[config.mk]
export PLATFORM = sky130hd
export DESIGN_NAME = multicycle_control_flat
export DESIGN_NICKNAME = d
export VERILOG_FILES = /design/src/rtl/cpu_pkg.sv /design/src/rtl/multicycle_control_if.sv /design/src/rtl/mem_wait_timer.sv /design/src/rtl/multicycle_control.sv /design/src/flat_wrapper.sv
export SDC_FILE = /design/constraint.sdc
export NUM_CORES = 1
export LEC_CHECK = 0
export BUFFER_PORTS_ARGS = -buffer_cell sky130_fd_sc_hd__buf_2
export CORE_AREA = 2 2 66 68
export CTS_BUF_LIST = sky130_fd_sc_hd__clkbuf_16
export CTS_CLUSTER_DIAMETER = 100
export DETAILED_ROUTE_END_ITERATION = 6
export DIE_AREA = 0 0 68 70
export GPL_ROUTABILITY_DRIVEN = 0
export PLACE_DENSITY_LB_ADDON = 0.08
export SETUP_SLACK_MARGIN = 0.1
export SLEW_MARGIN = 20
export SYNTH_ARGS = -nofsm -noshare
export SYNTH_HDL_FRONTEND = slang
export SYNTH_SLANG_ARGS = --single-unit
[constraint.sdc]
create_clock -name clk -period 1.8 [get_ports clk]
set_clock_uncertainty 0.2 [all_clocks]
set_input_delay 0.18 -clock clk [delete_from_list [all_inputs] [get_ports clk]]
set_output_delay 0.18 -clock clk [all_outputs]
set_load 0.005 [all_outputs]
[src/rtl/cpu_pkg.sv]
// Shared encodings for the multicycle processor control path: opcodes, FSM
// states and the mux/ALU select codes driven onto the datapath.
package cpu_pkg;

  localparam logic [3:0] OP_RTYPE = 4'b0000;
  localparam logic [3:0] OP_ADDI  = 4'b0001;
  localparam logic [3:0] OP_LW    = 4'b0010;
  localparam logic [3:0] OP_SW    = 4'b0011;
  localparam logic [3:0] OP_BEQ   = 4'b0100;
  localparam logic [3:0] OP_J     = 4'b0101;
  localparam logic [3:0] OP_HALT  = 4'b1111;

  localparam logic [1:0] ALUOP_ADD   = 2'b00;
  localparam logic [1:0] ALUOP_SUB   = 2'b01;
  localparam logic [1:0] ALUOP_FUNCT = 2'b10;

  localparam logic [1:0] SRCB_REGB = 2'b00;
  localparam logic [1:0] SRCB_ONE  = 2'b01;
  localparam logic [1:0] SRCB_OFFS = 2'b10;

  localparam logic [1:0] PCSRC_ALU    = 2'b00;
  localparam logic [1:0] PCSRC_ALUOUT = 2'b01;
  localparam logic [1:0] PCSRC_JUMP   = 2'b10;

  typedef enum logic [3:0] {
    S_FETCH, S_DECODE, S_R_EXEC, S_R_WB, S_I_EXEC, S_I_WB, S_MEM_ADDR,
    S_MEM_READ, S_MEM_WB, S_MEM_WRITE, S_BRANCH, S_JUMP, S_HALT
  } state_t;

  function automatic logic is_legal_op(input logic [3:0] op);
    return (op inside {OP_RTYPE, OP_ADDI, OP_LW, OP_SW, OP_BEQ, OP_J, OP_HALT});
  endfunction

endpackage

[src/rtl/multicycle_control_if.sv]
// Control bundle between the multicycle FSM (master) and the datapath/memory (slave).
interface multicycle_control_if #(parameter int CNT_W = 16);
  import cpu_pkg::*;

  // Handshake: C_MemRead/C_MemWrite hold a request until the cycle mem_ready=1
  // completes it; the watchdog is the only other way a request is withdrawn.
  logic [3:0]       opcode;
  logic             alu_zero;
  logic             mem_ready;
  logic             C_PCWrite;
  logic             C_PCWriteCond;
  logic [1:0]       C_PCSource;
  logic             C_IorD;
  logic             C_MemRead;
  logic             C_MemWrite;
  logic             C_IRWrite;
  logic             C_ALUSrcA;
  logic [1:0]       C_ALUSrcB;
  logic [1:0]       C_ALUOp;
  logic             C_RegWrite;
  logic             C_RegDstWrite;
  logic             C_MemToReg;
  logic             halted;
  logic             illegal_op;
  logic             mem_timeout;
  logic [CNT_W-1:0] instr_count;
  state_t           dbg_state;

  modport master (
    input  opcode, alu_zero, mem_ready,
    output C_PCWrite, C_PCWriteCond, C_PCSource, C_IorD, C_MemRead, C_MemWrite,
           C_IRWrite, C_ALUSrcA, C_ALUSrcB, C_ALUOp, C_RegWrite, C_RegDstWrite,
           C_MemToReg, halted, illegal_op, mem_timeout, instr_count, dbg_state
  );

  modport slave (
    output opcode, alu_zero, mem_ready,
    input  C_PCWrite, C_PCWriteCond, C_PCSource, C_IorD, C_MemRead, C_MemWrite,
           C_IRWrite, C_ALUSrcA, C_ALUSrcB, C_ALUOp, C_RegWrite, C_RegDstWrite,
           C_MemToReg, halted, illegal_op, mem_timeout, instr_count, dbg_state
  );

endinterface

[src/rtl/mem_wait_timer.sv]
// Counts consecutive cycles a memory request has waited; o_expired flags the
// LIMIT-th unserved cycle so the FSM can abandon the access on that edge.
module mem_wait_timer #(
  parameter int LIMIT = 15
) (
  input  logic clk,
  input  logic rst,
  input  logic i_clr,
  input  logic i_en,
  output logic o_expired
);

  localparam int W = $clog2(LIMIT + 1);
  localparam logic [W-1:0] LAST = W'(LIMIT - 1);

  logic [W-1:0] r_cnt;

  assign o_expired = i_en && (r_cnt == LAST);

  always_ff @(posedge clk or negedge rst) begin
    if (!rst) begin
      r_cnt <= '0;
    end else if (i_clr) begin
      r_cnt <= '0;
    end else if (i_en && !o_expired) begin
      r_cnt <= r_cnt + W'(1);
    end
  end

endmodule

[src/rtl/multicycle_control.sv]
// Main control FSM of the 16-bit multicycle CPU: sequences fetch through
// writeback, handshakes with memory, and counts retired instructions.
module multicycle_control
  import cpu_pkg::*;
#(
  parameter int WAIT_LIMIT = 15,
  parameter int CNT_W      = 16
) (
  input logic                  clk,
  input logic                  rst,
  multicycle_control_if.master bus
);

  state_t           r_state;
  state_t           w_next;
  logic [3:0]       r_opcode;
  logic [CNT_W-1:0] r_instr_count;
  logic             r_timeout;
  logic             w_retire;
  logic             w_set_timeout;
  logic             w_mem_state;
  logic             w_expired;

  assign w_mem_state = (r_state == S_FETCH) || (r_state == S_MEM_READ) ||
                       (r_state == S_MEM_WRITE);

  // Any state change counts as entry, so back-to-back memory states restart the count.
  mem_wait_timer #(.LIMIT(WAIT_LIMIT)) u_timer (
    .clk      (clk),
    .rst      (rst),
    .i_clr    (w_next != r_state),
    .i_en     (w_mem_state && !bus.mem_ready),
    .o_expired(w_expired)
  );

  always_comb begin
    w_next        = r_state;
    w_retire      = 1'b0;
    w_set_timeout = 1'b0;
    case (r_state)
      S_FETCH: begin
        if (bus.mem_ready) w_next = S_DECODE;
        else if (w_expired) begin w_next = S_HALT; w_set_timeout = 1'b1; end
      end
      S_DECODE: begin
        case (bus.opcode)
          OP_RTYPE:        w_next = S_R_EXEC;
          OP_ADDI:         w_next = S_I_EXEC;
          OP_LW, OP_SW:    w_next = S_MEM_ADDR;
          OP_BEQ:          w_next = S_BRANCH;
          OP_J:            w_next = S_JUMP;
          OP_HALT:   begin w_next = S_HALT; w_retire = 1'b1; end
          default:         w_next = S_FETCH;
        endcase
      end
      S_R_EXEC:   w_next = S_R_WB;
      S_I_EXEC:   w_next = S_I_WB;
      S_MEM_ADDR: w_next = (r_opcode == OP_LW) ? S_MEM_READ : S_MEM_WRITE;
      S_MEM_READ: begin
        if (bus.mem_ready) w_next = S_MEM_WB;
        else if (w_expired) begin w_next = S_HALT; w_set_timeout = 1'b1; end
      end
      S_MEM_WRITE: begin
        if (bus.mem_ready) begin w_next = S_FETCH; w_retire = 1'b1; end
        else if (w_expired) begin w_next = S_HALT; w_set_timeout = 1'b1; end
      end
      S_R_WB, S_I_WB, S_MEM_WB, S_BRANCH, S_JUMP: begin
        w_next   = S_FETCH;
        w_retire = 1'b1;
      end
      S_HALT:     w_next = S_HALT;
      default:    w_next = S_FETCH;
    endcase
  end

  always_ff @(posedge clk or negedge rst) begin
    if (!rst) begin
      r_state       <= S_FETCH;
      r_opcode      <= '0;
      r_instr_count <= '0;
      r_timeout     <= 1'b0;
    end else begin
      r_state <= w_next;
      if (r_state == S_DECODE) r_opcode <= bus.opcode;
      if (w_retire) r_instr_count <= r_instr_count + CNT_W'(1);
      if (w_set_timeout) r_timeout <= 1'b1;
    end
  end

  // Controls decode from the registered state; rst gates them so nothing is asserted in reset.
  always_comb begin
    bus.C_PCWrite     = 1'b0;
    bus.C_PCWriteCond = 1'b0;
    bus.C_PCSource    = PCSRC_ALU;
    bus.C_IorD        = 1'b0;
    bus.C_MemRead     = 1'b0;
    bus.C_MemWrite    = 1'b0;
    bus.C_IRWrite     = 1'b0;
    bus.C_ALUSrcA     = 1'b0;
    bus.C_ALUSrcB     = SRCB_REGB;
    bus.C_ALUOp       = ALUOP_ADD;
    bus.C_RegWrite    = 1'b0;
    bus.C_RegDstWrite = 1'b0;
    bus.C_MemToReg    = 1'b0;
    bus.halted        = 1'b0;
    bus.illegal_op    = 1'b0;
    if (rst) begin
      case (r_state)
        S_FETCH: begin
          bus.C_MemRead = 1'b1;
          bus.C_ALUSrcB = SRCB_ONE;
          bus.C_IRWrite = bus.mem_ready;
          bus.C_PCWrite = bus.mem_ready;
        end
        S_DECODE: begin
          bus.C_ALUSrcB  = SRCB_OFFS;
          bus.illegal_op = !is_legal_op(bus.opcode);
        end
        S_R_EXEC: begin
          bus.C_ALUSrcA = 1'b1;
          bus.C_ALUOp   = ALUOP_FUNCT;
        end
        S_I_EXEC, S_MEM_ADDR: begin
          bus.C_ALUSrcA = 1'b1;
          bus.C_ALUSrcB = SRCB_OFFS;
        end
        S_R_WB, S_I_WB: begin
          bus.C_RegWrite    = 1'b1;
          bus.C_RegDstWrite = 1'b1;
        end
        S_MEM_READ: begin
          bus.C_MemRead = 1'b1;
          bus.C_IorD    = 1'b1;
        end
        S_MEM_WB: begin
          bus.C_RegWrite = 1'b1;
          bus.C_MemToReg = 1'b1;
        end
        S_MEM_WRITE: begin
          bus.C_MemWrite = 1'b1;
          bus.C_IorD     = 1'b1;
        end
        S_BRANCH: begin
          bus.C_ALUSrcA     = 1'b1;
          bus.C_ALUOp       = ALUOP_SUB;
          bus.C_PCWriteCond = 1'b1;
          bus.C_PCSource    = PCSRC_ALUOUT;
        end
        S_JUMP: begin
          bus.C_PCWrite  = 1'b1;
          bus.C_PCSource = PCSRC_JUMP;
        end
        S_HALT:  bus.halted = 1'b1;
        default: ;
      endcase
    end
  end

  assign bus.mem_timeout = r_timeout;
  assign bus.instr_count = r_instr_count;
  assign bus.dbg_state   = r_state;

endmodule

[src/flat_wrapper.sv]
// flat-port wrapper written by rule: the top's interface ports become plain ports
module multicycle_control_flat import cpu_pkg::*;
#(
  parameter int WAIT_LIMIT = 15,
  parameter int CNT_W      = 16
)
  (clk, rst, bus_opcode, bus_alu_zero, bus_mem_ready, bus_C_PCWrite, bus_C_PCWriteCond, bus_C_PCSource, bus_C_IorD, bus_C_MemRead, bus_C_MemWrite, bus_C_IRWrite, bus_C_ALUSrcA, bus_C_ALUSrcB, bus_C_ALUOp, bus_C_RegWrite, bus_C_RegDstWrite, bus_C_MemToReg, bus_halted, bus_illegal_op, bus_mem_timeout, bus_instr_count, bus_dbg_state);
  multicycle_control_if #(.CNT_W(CNT_W)) bus_i ();
  input logic clk;
  input logic rst;
  input wire logic [$bits(bus_i.opcode)-1:0] bus_opcode;
  input wire logic [$bits(bus_i.alu_zero)-1:0] bus_alu_zero;
  input wire logic [$bits(bus_i.mem_ready)-1:0] bus_mem_ready;
  output wire logic [$bits(bus_i.C_PCWrite)-1:0] bus_C_PCWrite;
  output wire logic [$bits(bus_i.C_PCWriteCond)-1:0] bus_C_PCWriteCond;
  output wire logic [$bits(bus_i.C_PCSource)-1:0] bus_C_PCSource;
  output wire logic [$bits(bus_i.C_IorD)-1:0] bus_C_IorD;
  output wire logic [$bits(bus_i.C_MemRead)-1:0] bus_C_MemRead;
  output wire logic [$bits(bus_i.C_MemWrite)-1:0] bus_C_MemWrite;
  output wire logic [$bits(bus_i.C_IRWrite)-1:0] bus_C_IRWrite;
  output wire logic [$bits(bus_i.C_ALUSrcA)-1:0] bus_C_ALUSrcA;
  output wire logic [$bits(bus_i.C_ALUSrcB)-1:0] bus_C_ALUSrcB;
  output wire logic [$bits(bus_i.C_ALUOp)-1:0] bus_C_ALUOp;
  output wire logic [$bits(bus_i.C_RegWrite)-1:0] bus_C_RegWrite;
  output wire logic [$bits(bus_i.C_RegDstWrite)-1:0] bus_C_RegDstWrite;
  output wire logic [$bits(bus_i.C_MemToReg)-1:0] bus_C_MemToReg;
  output wire logic [$bits(bus_i.halted)-1:0] bus_halted;
  output wire logic [$bits(bus_i.illegal_op)-1:0] bus_illegal_op;
  output wire logic [$bits(bus_i.mem_timeout)-1:0] bus_mem_timeout;
  output wire logic [$bits(bus_i.instr_count)-1:0] bus_instr_count;
  output wire logic [$bits(bus_i.dbg_state)-1:0] bus_dbg_state;
  assign bus_i.opcode = bus_opcode;
  assign bus_i.alu_zero = bus_alu_zero;
  assign bus_i.mem_ready = bus_mem_ready;
  assign bus_C_PCWrite = bus_i.C_PCWrite;
  assign bus_C_PCWriteCond = bus_i.C_PCWriteCond;
  assign bus_C_PCSource = bus_i.C_PCSource;
  assign bus_C_IorD = bus_i.C_IorD;
  assign bus_C_MemRead = bus_i.C_MemRead;
  assign bus_C_MemWrite = bus_i.C_MemWrite;
  assign bus_C_IRWrite = bus_i.C_IRWrite;
  assign bus_C_ALUSrcA = bus_i.C_ALUSrcA;
  assign bus_C_ALUSrcB = bus_i.C_ALUSrcB;
  assign bus_C_ALUOp = bus_i.C_ALUOp;
  assign bus_C_RegWrite = bus_i.C_RegWrite;
  assign bus_C_RegDstWrite = bus_i.C_RegDstWrite;
  assign bus_C_MemToReg = bus_i.C_MemToReg;
  assign bus_halted = bus_i.halted;
  assign bus_illegal_op = bus_i.illegal_op;
  assign bus_mem_timeout = bus_i.mem_timeout;
  assign bus_instr_count = bus_i.instr_count;
  assign bus_dbg_state = bus_i.dbg_state;
  multicycle_control #(.WAIT_LIMIT(WAIT_LIMIT), .CNT_W(CNT_W)) u_core (.clk(clk), .rst(rst), .bus(bus_i));
endmodule
==> impl_metrics.json <==
{
  "outcome": "finished, violations left",
  "violations": "setup timing",
  "drt_iter0_drc": 93,
  "crit_fanout": 5,
  "slew_violations": 0,
  "fin_cells": 363,
  "cts_sinks": 29,
  "hpwlAfterDp_um": 3790,
  "comb_power_share_pct": 66.3,
  "clk_pin_slew_ns": 0.05,
  "irDropWorstVdd_v": 0.00123,
  "drtPass1Iterations": 4,
  "clk_latency_ns": 0.27,
  "root_buffer": "clkbuf_16",
  "syn_nets": 203,
  "finalPower_uw": 5510,
  "layout_common_cells": "45 x buf_2, 45 x buf_4, 25 x dfrtp_1",
  "dieArea_mm2": 0.00476,
  "gr-total-overflow": 0,
  "post_drt_wl_per_cell_um": 18.2,
  "synth_edf_count": 0,
  "synth-warning-count": 0,
  "grt_max_degree": 17,
  "hold_class": "in2reg",
  "yosysSeqAreaShare_pct": 40.1,
  "final_net_count": 321,
  "p_int_uw": 3360,
  "io_buffers": 45,
  "drc_errors": 0,
  "cap_violations": 0,
  "swShare_pct": 38.9,
  "grt_setup_unrepaired": "yes",
  "syn-instance-count": 192,
  "start_util_pct": 43.6,
  "grtUsageTotal_pct": 25.1,
  "vias": 1990,
  "clk_path_buf_depth": 2,
  "fin_setup_tns_ns": -5.33,
  "synthArstFlopShare_pct": 100,
  "critPathSlowestCell": "dfrtp_2",
  "critPathLaunchType": "register",
  "synth_top_area_share_pct": 40.1,
  "yosysUniqueCellTypes": 51,
  "setup_viol": 45,
  "synth.largest_area_cell": "dfrtp_1",
  "drive_gt1_share_pct": 62.4,
  "placed_area_mm2": 0.00238,
  "pwr-share-clk_pct": 14.5,
  "num_antenna_cells": 0,
  "grt_pass1_vias": 1909,
  "syn2layout_area_growth_pct": 82.3,
  "timing.hold.ws_ns": 0.0325,
  "design.portCount": 47,
  "crit_top_cell": "buf_4",
  "fillCellCount": 255,
  "finalWorstSetupSlack_ns": -0.270,
  "seq_power_share_pct": 19.1,
  "cp_num_buf_inv": 2,
  "synth-main-ff-cell": "dfrtp_1",
  "cp_slowest_stage_delay_ns": 0.46,
  "crit_family": "compound AO/OA/AOI/OAI gates",
  "path_class": "reg2reg",
  "critPathCaptureType": "register",
  "p_per_area_mw_per_mm2": 1670,
  "r2r_setup_slack_ns": -0.27,
  "min_period_over_period_pct": 115,
  "p_sw_uw": 2140,
  "rows": 24,
  "cts_made_buffers": 5,
  "antenna_left": 0,
  "max_slew_margin_pct": 58.2,
  "grt_pass1_wl_um": 9070,
  "tightestPinTransition_ns": 0.626,
  "antenna_found_initial": 0,
  "totalWireLength_um": 6620,
  "place_inst": 316,
  "core_mm2": 0.00414,
  "max_freq_ghz": 0.483,
  "die_h_um": 70,
  "synth-seq-cells": 29,
  "final.min_clock_period_ns": 2.07,
  "fp.dieW_um": 68,
  "worstPathRequired_ns": 1.77,
  "ys_top_cells_by_area": "dfrtp_1 40%, xnor2_1 7.8%, nor2_1 4.2%",
  "cts_max_level": 2,
  "p_leak_uw": 0.00156,
  "syn_avg_cell_area_um2": 9.42,
  "syn_area_mm2": 0.00181,
  "crit_chain": "buf_4, buf_4, or3_1, a21oi_1, o221ai_2, a311oi_2",
  "cts_tree": "done",
  "vias_per_cell": 5.48,
  "final_area_mm2": 0.00330,
  "finalHoldViolCount": 0,
  "crit_arrival_ns": 2.04
}
[kinds of logic (layout without fill, tap and decap cells)]
kind of cell               count (synthesis)  after routing  share of synthesized area, %
DFF                                       29             29                          40.1
adders and majority gates                  3              3                          2.08
AOI/OAI and AO/OA                         31             31                          14.0
and+or+nand+nor                           89             90                          27.1
buffers and inverters                     16            134                          4.43
muxes                                      6              6                          3.60
xor gates and xnor gates                  18             18                          8.72
[cell type report]
class / instances / area (um2) / area share (%)
Inverter: 5 / 23.8 / 0.721
Clock buffer: 5 / 125 / 3.80
Timing Repair Buffer: 121 / 972 / 29.5
Sequential cell: 29 / 731 / 22.2
Multi-Input combinational cell: 148 / 1360 / 41.3
Clock inverter: 3 / 17.5 / 0.532
Tap cell: 52 / 65.1 / 1.97
[flip-flops by register name, summed over array words and instances, names as in the netlist]
| register | flops |
|---|---|
| u_core.bus.dbg_state | 4 |
| u_core.bus.instr_count | 16 |
| u_core.bus.mem_timeout | 1 |
| u_core.r_opcode | 4 |
| u_core.u_timer.r_cnt | 4 |
[final timing paths]
kind                                                 to                    start  depth (start not counted)
max in group asynchronous       u_core.bus.dbg_state[0]                      rst                          3
worst min-delay path                 u_core.r_opcode[1]            bus_opcode[1]                          2
worst max-delay path            u_core.u_timer.r_cnt[2]  u_core.bus.dbg_state[2]                          6
worst max register to register  u_core.u_timer.r_cnt[2]  u_core.bus.dbg_state[2]                          6
min in group asynchronous       u_core.bus.dbg_state[3]                      rst                          2
worst min register to register   u_core.bus.mem_timeout   u_core.bus.mem_timeout                          1
[synth_stat cells (all sizes together), types with 4 or more instances]
cell type / instances
dfrtp: 29
nor2: 20
nand2: 19
xnor2: 16
buf: 11
nand4: 9
o21ai: 8
a21oi: 6
and3: 6
nand3: 6
inv: 5
nor3: 5
and2: 4
mux2: 4
nand2b: 4
[power groups by stage]
stage	registers [uW]	logic, uW	clock network, uW
after floorplan	969	1280	0
after global placement	1000	1920	0
after detailed placement	1020	1970	0
after CTS	1030	2760	808
after global routing	1070	3860	840
final	1050	3650	801
[metrics by stage]
stage / util (%) / worst slack [ns]
floorplan: - / -0.0916
global placement: 57.3 / -0.152
detailed placement: 57.3 / -0.230
CTS: 71.0 / -0.194
global route: 79.5 / -0.327
finish: 79.5 / -0.270
[worst reg2reg max path, cell delays in order (launching register included)]
cell	delay (ns)
dfrtp_2	0.46
buf_4	0.16
buf_4	0.12
or3_1	0.36
a21oi_1	0.23
o221ai_2	0.19
a311oi_2	0.24
[per-layer routing]
layer | track usage [%] | vias to the layer above | share of wire (%)
met4 | 6.44 | 0 | 3.3
li1 | - | 921 | -
met1 | 30.5 | 996 | 40
met2 | 44.2 | 52 | 53
met5 | 0 | - | 0
met3 | 5.15 | 21 | 3.4
[repair_timing]
action / CTS / global route
hold buffers: 3 / 0
pin swaps: 17 / 24
setup endpoints to repair: 45 / 47
endpoints found under the hold margin: 30 / 0
cloned: 2 / 0
setup buffers: 15 / 20
gates resized for setup: 65 / 46
Power figures use the tool's default switching activity.
